<file path="src/rtl/button_input_if.sv">
// Avalon-MM bus bundle between the CPU (master) and the button input port (slave).
// No waitrequest and a fixed read latency of 1: every edge with slave_read or slave_write high is accepted.
interface button_input_if;
  logic [3:0] slave_address;
  logic       slave_read;
  logic       slave_write;
  logic [7:0] slave_readdata;
  logic [7:0] slave_writedata;
  logic       slave_byteenable;

  modport master (
    output slave_address,
    output slave_read,
    output slave_write,
    output slave_writedata,
    output slave_byteenable,
    input  slave_readdata
  );

  modport slave (
    input  slave_address,
    input  slave_read,
    input  slave_write,
    input  slave_writedata,
    input  slave_byteenable,
    output slave_readdata
  );
endinterface

</file>
<file path="src/rtl/button_input.sv">
// Push-button input port: 2-flop sync, per-bit debounce, rising-edge latch with W1C,
// maskable level interrupt and an Avalon-MM register slave (DATA/EDGE/MASK/RAW).
module button_input #(
  parameter int WIDTH           = 8,
  parameter int DEBOUNCE_CYCLES = 16
) (
  input  logic             clk,
  input  logic             reset_n,
  button_input_if.slave    bus,
  input  logic [WIDTH-1:0] user_datain_0,
  output logic             irq
);

  localparam int              CW      = $clog2(DEBOUNCE_CYCLES);
  localparam logic [CW-1:0]   CNT_MAX = CW'(DEBOUNCE_CYCLES - 1);

  localparam logic [3:0] ADDR_DATA = 4'h0;
  localparam logic [3:0] ADDR_EDGE = 4'h1;
  localparam logic [3:0] ADDR_MASK = 4'h2;
  localparam logic [3:0] ADDR_RAW  = 4'h3;

  logic [WIDTH-1:0] sync1_q;
  logic [WIDTH-1:0] sync2_q;
  logic [WIDTH-1:0] state_q, state_d;
  logic [WIDTH-1:0] edge_q,  edge_d;
  logic [WIDTH-1:0] mask_q,  mask_d;
  logic [CW-1:0]    cnt_q [WIDTH];
  logic [CW-1:0]    cnt_d [WIDTH];
  logic [7:0]       rdata_q, rdata_d;
  logic             irq_q,   irq_d;

  logic             wr_en;
  logic [WIDTH-1:0] rise;
  logic [WIDTH-1:0] w1c;

  assign wr_en = bus.slave_write & bus.slave_byteenable;

  // A bit is accepted only after it has disagreed with the held state for
  // DEBOUNCE_CYCLES consecutive clocks; any agreement restarts the count.
  always_comb begin
    state_d = state_q;
    for (int i = 0; i < WIDTH; i++) begin
      cnt_d[i] = '0;
      if (sync2_q[i] != state_q[i]) begin
        if (cnt_q[i] == CNT_MAX) begin
          state_d[i] = sync2_q[i];
        end else begin
          cnt_d[i] = cnt_q[i] + 1'b1;
        end
      end
    end
  end

  assign rise = state_d & ~state_q;

  always_comb begin
    w1c = '0;
    if (wr_en && (bus.slave_address == ADDR_EDGE)) begin
      w1c = bus.slave_writedata[WIDTH-1:0];
    end
  end

  // A new press on the same edge as its clear must not be lost.
  assign edge_d = (edge_q & ~w1c) | rise;

  always_comb begin
    mask_d = mask_q;
    if (wr_en && (bus.slave_address == ADDR_MASK)) begin
      mask_d = bus.slave_writedata[WIDTH-1:0];
    end
  end

  always_comb begin
    rdata_d = '0;
    if (bus.slave_read) begin
      case (bus.slave_address)
        ADDR_DATA: rdata_d = 8'(state_q);
        ADDR_EDGE: rdata_d = 8'(edge_q);
        ADDR_MASK: rdata_d = 8'(mask_q);
        ADDR_RAW:  rdata_d = 8'(sync2_q);
        default:   rdata_d = '0;
      endcase
    end
  end

  assign irq_d = |(edge_q & mask_q);

  always_ff @(posedge clk or negedge reset_n) begin
    if (!reset_n) begin
      sync1_q <= '0;
      sync2_q <= '0;
      state_q <= '0;
      edge_q  <= '0;
      mask_q  <= '0;
      rdata_q <= '0;
      irq_q   <= 1'b0;
      for (int i = 0; i < WIDTH; i++) begin
        cnt_q[i] <= '0;
      end
    end else begin
      sync1_q <= user_datain_0;
      sync2_q <= sync1_q;
      state_q <= state_d;
      edge_q  <= edge_d;
      mask_q  <= mask_d;
      rdata_q <= rdata_d;
      irq_q   <= irq_d;
      for (int i = 0; i < WIDTH; i++) begin
        cnt_q[i] <= cnt_d[i];
      end
    end
  end

  assign bus.slave_readdata = rdata_q;
  assign irq                = irq_q;

endmodule

</file>
<file path="src/flat_wrapper.sv">
// flat-port wrapper written by rule: the top's interface ports become plain ports
module button_input_flat 
#(
  parameter int WIDTH           = 8,
  parameter int DEBOUNCE_CYCLES = 16
)
  (clk, reset_n, user_datain_0, irq, bus_slave_address, bus_slave_read, bus_slave_write, bus_slave_writedata, bus_slave_byteenable, bus_slave_readdata);
  button_input_if bus_i ();
  input  logic clk;
  input  logic reset_n;
  input  logic [WIDTH-1:0] user_datain_0;
  output logic irq;
  input wire logic [$bits(bus_i.slave_address)-1:0] bus_slave_address;
  input wire logic [$bits(bus_i.slave_read)-1:0] bus_slave_read;
  input wire logic [$bits(bus_i.slave_write)-1:0] bus_slave_write;
  input wire logic [$bits(bus_i.slave_writedata)-1:0] bus_slave_writedata;
  input wire logic [$bits(bus_i.slave_byteenable)-1:0] bus_slave_byteenable;
  output wire logic [$bits(bus_i.slave_readdata)-1:0] bus_slave_readdata;
  assign bus_i.slave_address = bus_slave_address;
  assign bus_i.slave_read = bus_slave_read;
  assign bus_i.slave_write = bus_slave_write;
  assign bus_i.slave_writedata = bus_slave_writedata;
  assign bus_i.slave_byteenable = bus_slave_byteenable;
  assign bus_slave_readdata = bus_i.slave_readdata;
  button_input #(.WIDTH(WIDTH), .DEBOUNCE_CYCLES(DEBOUNCE_CYCLES)) u_core (.clk(clk), .reset_n(reset_n), .bus(bus_i), .user_datain_0(user_datain_0), .irq(irq));
endmodule
</file>
<file path="config.mk">
export PLATFORM = sky130hd
export DESIGN_NAME = button_input_flat
export DESIGN_NICKNAME = d
export VERILOG_FILES = /design/src/rtl/button_input_if.sv /design/src/rtl/button_input.sv /design/src/flat_wrapper.sv
export SDC_FILE = /design/constraint.sdc
export NUM_CORES = 1
export LEC_CHECK = 0
export CORE_UTILIZATION = 59
export CTS_BUF_LIST = sky130_fd_sc_hd__clkbuf_2
export DETAILED_ROUTE_END_ITERATION = 6
export GPL_TIMING_DRIVEN = 0
export PLACE_DENSITY = 0.82
export SYNTH_ARGS = -nofsm -noshare
export SYNTH_HDL_FRONTEND = slang
export SYNTH_SLANG_ARGS = --single-unit
</file>
<file path="constraint.sdc">
create_clock -name clk -period 1.5 [get_ports clk]
set_clock_uncertainty 0.1 [all_clocks]
set_input_delay 0.225 -clock clk [delete_from_list [all_inputs] [get_ports clk]]
set_output_delay 0.225 -clock clk [all_outputs]
set_load 0.01 [all_outputs]
</file>
Word level (Yosys, flattened, before mapping)
Cells that the tools add are included.
{"block": "totals", "regBits": 81, "wordCells": 88}
{"block": "op_classes", "addsub": 8, "n_eq_ne": 19, "mux": 35, "n_bitwise": 7, "n_reduce_logical": 4}
{"operator": "4-bit 2-to-1 mux", "n": 16}
{"operator": "4-bit by 1-bit adder with 4-bit output, second input constant", "n": 8}
{"operator": "4-bit == test, second input constant", "n": 8}
{"operator": "8-bit one-hot mux with 4 select lines", "n": 1}
{"operator": "8-bit bitwise AND", "n": 3}
{"operator": "1-bit 2-to-1 mux", "n": 16}
{"operator": "8-bit 2-to-1 mux", "n": 2}
{"operator": "8-bit inverter", "n": 2}
{"operator": "4-bit by 2-bit == test with 1-bit output, second input constant", "n": 2}
{"operator": "1-bit != test", "n": 8}
{"operator": "8-bit OR", "n": 1}
{"operator": "8-bit OR reduction", "n": 1}
{"operator": "4-bit by 1-bit == test with 1-bit output, second input constant", "n": 1}
{"operator": "4-bit logical NOT", "n": 1}
{"operator": "1-bit logical AND", "n": 2}
{"operator": "1-bit bitwise AND", "n": 1}

Depth between registers and ports, before layout
{"block": "logic_depth", "word_depth": 6, "ltp_mapped": 5, "depth_no_buf": 4}

Least setup slack after synthesis
No wires, ideal clock.
{"block": "synth_path", "path_kind": "reg-to-reg", "startpoint": "reg u_core.cnt_q[28] (netlist name)", "endpoint": "reg u_core.state_q[0]", "arrival_ns": 1.058, "required_ns": 1.275, "path_slack_ns": 0.217, "path_stages_with_launch": 4, "n_path_buf": 0, "synth_period_minus_slack_ns": 1.283, "path_cell_list": "dfrtp_1 > ha_1 > nand3_1 > mux2_2"}
{"block": "synth_between", "elab_chain_len": 3}
{"element": "start, declared", "line_no": "button_input.sv:27", "text": "logic [CW-1:0] cnt_q [WIDTH];"}
{"element": "start signal, assigned by index", "line_no": "button_input.sv:109", "text": "cnt_q[i] <= cnt_d[i];"}
{"element": "4-bit == test", "line_no": "button_input.sv:45", "text": "if (cnt_q[i] == CNT_MAX) begin"}
{"element": "1-bit 2-to-1 mux", "line_no": "button_input.sv:45"}
{"element": "1-bit 2-to-1 mux", "line_no": "button_input.sv:44", "text": "if (sync2_q[i] != state_q[i]) begin"}
{"element": "via u_core.state_d[0]", "line_no": "button_input.sv:24", "text": "logic [WIDTH-1:0] state_q, state_d;"}
{"element": "end signal, assigned", "line_no": "button_input.sv:103", "text": "state_q <= state_d;"}
{"element": "end, declared", "line_no": "button_input.sv:24"}
The timed path passes the listed nets, and every way through them passes these cells.
A chain may end at the register's enable or synchronous reset.

Worst setup path after layout
{"block": "layout_path", "startpoint": "reg u_core.rdata_q[4] (netlist: u_core.bus.slave_readdata[4])", "endpoint": "out bus_slave_readdata[4]"}
{"element": "start, declared", "line_no": "button_input.sv:29", "text": "logic [7:0] rdata_q, rdata_d;"}
{"element": "start signal, assigned", "line_no": "button_input.sv:106", "text": "rdata_q <= rdata_d;"}
{"element": "end, declared", "line_no": "flat_wrapper.sv:18", "text": "output wire logic [$bits(bus_i.slave_readdata)-1:0] bus_slave_readdata;"}
No word-level cell between the ends.

==> parameters.txt <==
Parameter                              Value

Floorplanning
  Effective utilization at floorplan    0.614
  Core box area    5540 um2
  Cell Rows    27
  Top-Level Pins    34
  Floorplan die area    6070 um2
  Die boundary height    77.9 um
  Horizontal extent of the die    77.9 um

Detailed routing
  Residual DRC count    0
  Count of nets left with antenna violations after detail routing    0
  Number of design-rule violations left by the first detailed-router iteration    96
  DR pass1 iterations    4
  Total vias in the final route    2227
  WL/cell    16.2 um
  Final Routed Wirelength    6230 um
  Mean number of vias per cell    5.80

Cells and area
  Inserted Diodes    0
  Fraction of final layout cells with drive strength greater than 1    0.141
  Area occupied by multi-input gates    1330 um2
  Final Instance Count excl. Fillers    384
  Final Instance Area    4000 um2
  Fill cell instance count of the final layout    398
  Area growth, synth to finish    17.7%
  Area of all sequential standard cells    2030 um2
  Final net count    342

CTS
  Maximum buffer depth of the clock tree    2
  Clock sink total    81
  Clock slew seen by the registers of the worst setup and hold paths    200 ps
  CTS tree    built
  Number of clock buffers inserted by TritonCTS    9
  # H-tree levels    3
  Clock Root Buffer    clkbuf_2
  Clock latency reported for the late side of the worst-skew pair    500 ps
  Total setup buffers inserted after CTS    0

Logic synthesis
  Top cells by instance count after synthesis    dfrtp_1, mux2_2, mux2i_1, nor2b_1, xnor2_1
  Post-synthesis instance area    3400 um2
  Number of enable-type register cells in the synthesized netlist    0
  #FFs+latches synth    81
  Number of standard cells after synthesis    258
  Share of the synthesized area in the top cell type    0.596
  Cell type contributing the most total cell area after synthesis    dfrtp_1
  Post-synthesis average cell area    13.2 um2
  Post-synthesis async set-or-reset flop share    1.00
  Top post-synthesis cells by area    dfrtp_1, mux2_2, mux2i_1
  Most common cell in the synthesized netlist    dfrtp_1
  Syn. warnings    0
  Mapped Nets    291
  Number of distinct library cells after synthesis    28
  Sequential element share of the synthesized area    0.596
  Synth Flop Type    dfrtp_1

Pwr
  Static Leak    1.79 nW
  Max VDD drop    587 uV
  Clock network fraction of design power    0.299
  Sequential Power Share    0.595
  Net switching power figure    0.984 mW
  Pwr Density    1020 nW/um2
  Proportion of total power due to net switching    0.241
  Internal portion of total power    3.09 mW
  Share of total power in combinational logic    0.107

Critical path
  Worst setup path startpoint    u_core.bus.slave_readdata[4]
  Kind of end point of the critical path    output pin
  Max stage delay cell, worst path    dfrtp_1
  Launch point of the worst reg-to-reg path    u_core.cnt_q[12]
  Family of cells with the greatest summed delay on the critical path    flip-flops
  Series of cell instances along the critical path    clkdlybuf4s15_1
  Crit path launch type    flip-flop
  Length in cells of the worst reg-to-reg path    3
  Number of cells on the critical path    1
  Type of the setup path with the least slack    flip-flop to output pin
  Required time of the worst setup path    1170 ps
  Critical path data arrival time    1110 ps
  Endpoint of the most critical setup path    bus_slave_readdata[4]
  Minimum setup slack among reg-to-reg paths    100 ps
  Largest stage delay on the critical path    400 ps
  Buffer and inverter count on the worst path    1
  Largest fanout on the critical path    1
  R2r endpoint    u_core.state_q[4]

Placed design
  Count of placed standard cells including taps    363
  Hpwl dp    4150 um
  Routability Congestion    0.725
  Number of I/O port buffers    32
  Placed instance area    3840 um2

STA
  Transition time at the pin with the least slew margin    511 ps
  Count of final max-slew check failures    0
  Final Hold Vio Count    0
  Tightest slew margin relative to the limit    0.658
  Fin crit period    1440 ps
  FMAX    696 MHz
  Final setup violation count    0
  RSZ-0062 raised after global routing    false
  Final cycle utilization of the critical path    0.957

Run
  Max-cap viol count    0

Global routing
  Number of global-route vias before repair    2260
  Global-route wire length before repair    10300 um
  GR Util All Layers    0.225
  Overflow after GRT    0
  Antenna violations before repair    0
  Largest net degree at the start of global routing    54

Run status
  Result of the run    finished clean

Min path
  Path class of the lowest-slack min-delay path    primary input to asynchronous set/reset pin
## worst min path at each step
stage	start	end	depth (start not counted)
after floorplan	reset_n	u_core.bus.slave_readdata[0]	0
after global placement	u_core.sync1_q[3]	u_core.sync2_q[3]	0
after detailed placement	reset_n	u_core.cnt_q[2]	1
after CTS	user_datain_0[0]	u_core.sync1_q[0]	1
after global routing	user_datain_0[0]	u_core.sync1_q[0]	1
final	reset_n	u_core.cnt_q[2]	2
## sequential cells by signal, summed over array words and instances (netlist names)
signal,flops
u_core.edge_q,8
u_core.sync2_q,8
u_core.mask_q,8
u_core.cnt_q,32
u_core.sync1_q,8
u_core.bus.slave_readdata,8
u_core.state_q,8
u_core.irq,1
## final cells by class
cell class | count | share of cell area
Tap cell | 72 | 0.0225
Timing Repair Buffer | 40 | 0.0976
Clock inverter | 4 | 0.0175
Sequential cell | 81 | 0.507
Inverter | 5 | 0.00469
Buffer | 4 | 0.00719
Multi-Input combinational cell | 168 | 0.331
Clock buffer | 10 | 0.0125
## power groups by stage
stage,logic [mW],registers (mW),clock network [mW]
floorplan,0.248,2.44,0
global placement,0.407,2.45,0
detailed placement,0.428,2.46,0
CTS,0.443,2.42,1.26
global route,0.483,2.44,1.32
finish,0.435,2.42,1.22
## what timing repair did
action                                  in CTS  in global routing
hold endpoints to repair                    87                  0
endpoints found under the setup margin       9                  3
gates resized for setup                     23                  3
hold buffers                                 7                  0
## worst register-to-register path: cells and delay by family, from the launching register on
family,cells,cell delay (ps)
fa+ha+maj,1,270
simple gates,1,140
flops,1,460
mux,1,350
## kinds of logic after synthesis
family | count (synthesis) | share of synthesized area
flip-flops | 81 | 0.596
AO/OA/AOI/OAI | 51 | 0.104
multiplexers | 32 | 0.100
AND/OR/NAND/NOR | 61 | 0.115
XOR/XNOR | 16 | 0.0412
adder cells (fa/ha/maj) | 8 | 0.0294
buffers and inverters | 9 | 0.0140
## layout by cell type, fill, tap and decap left out, types with 3 or more instances in the layout
| cell | count |
|---|---|
| mux2i_1 | 16 |
| dlygate4sd3_1 | 7 |
| a22oi_1 | 4 |
| clkbuf_2 | 12 |
| ha_1 | 8 |
| buf_2 | 5 |
| a21o_1 | 3 |
| nand4b_1 | 5 |
| mux2_2 | 16 |
| a21oi_1 | 10 |
| nor2b_1 | 16 |
| xnor2_1 | 16 |
| clkdlybuf4s50_1 | 22 |
| dfrtp_1 | 81 |
| a31oi_1 | 3 |
| o21ai_0 | 5 |
| nand3_1 | 8 |
| nor3b_1 | 9 |
| and3_1 | 8 |
| o22ai_1 | 8 |
| clkdlybuf4s15_1 | 4 |
| a311oi_1 | 10 |
| nor2_1 | 9 |
| inv_1 | 5 |
| a211o_1 | 8 |
## layer usage
metal | global-route usage | part of all wire
met4 | 0.111 | 0.015
met2 | 0.381 | 0.49
met5 | 0 | 0
met3 | 0.0412 | 0.031
met1 | 0.278 | 0.46
## through the flow
| step | worst slack (ps) | power (mW) | setup TNS (ps) | utilization | hold WS, ps |
|---|---|---|---|---|---|
| after floorplan | 217 | 2.68 | 0 | - | -171 |
| after global placement | -2660 | 2.86 | -221950 | 0.688 | 233 |
| after detailed placement | -371 | 2.89 | -7760 | 0.692 | 74.0 |
| after CTS | 0.254 | 4.12 | 0 | 0.725 | 2.78 |
| after global routing | 2.01 | 4.24 | 0 | 0.722 | 15.8 |
| final | 63.8 | 4.08 | 0 | 0.722 | 54.3 |
Power figures use the tool's default switching activity.
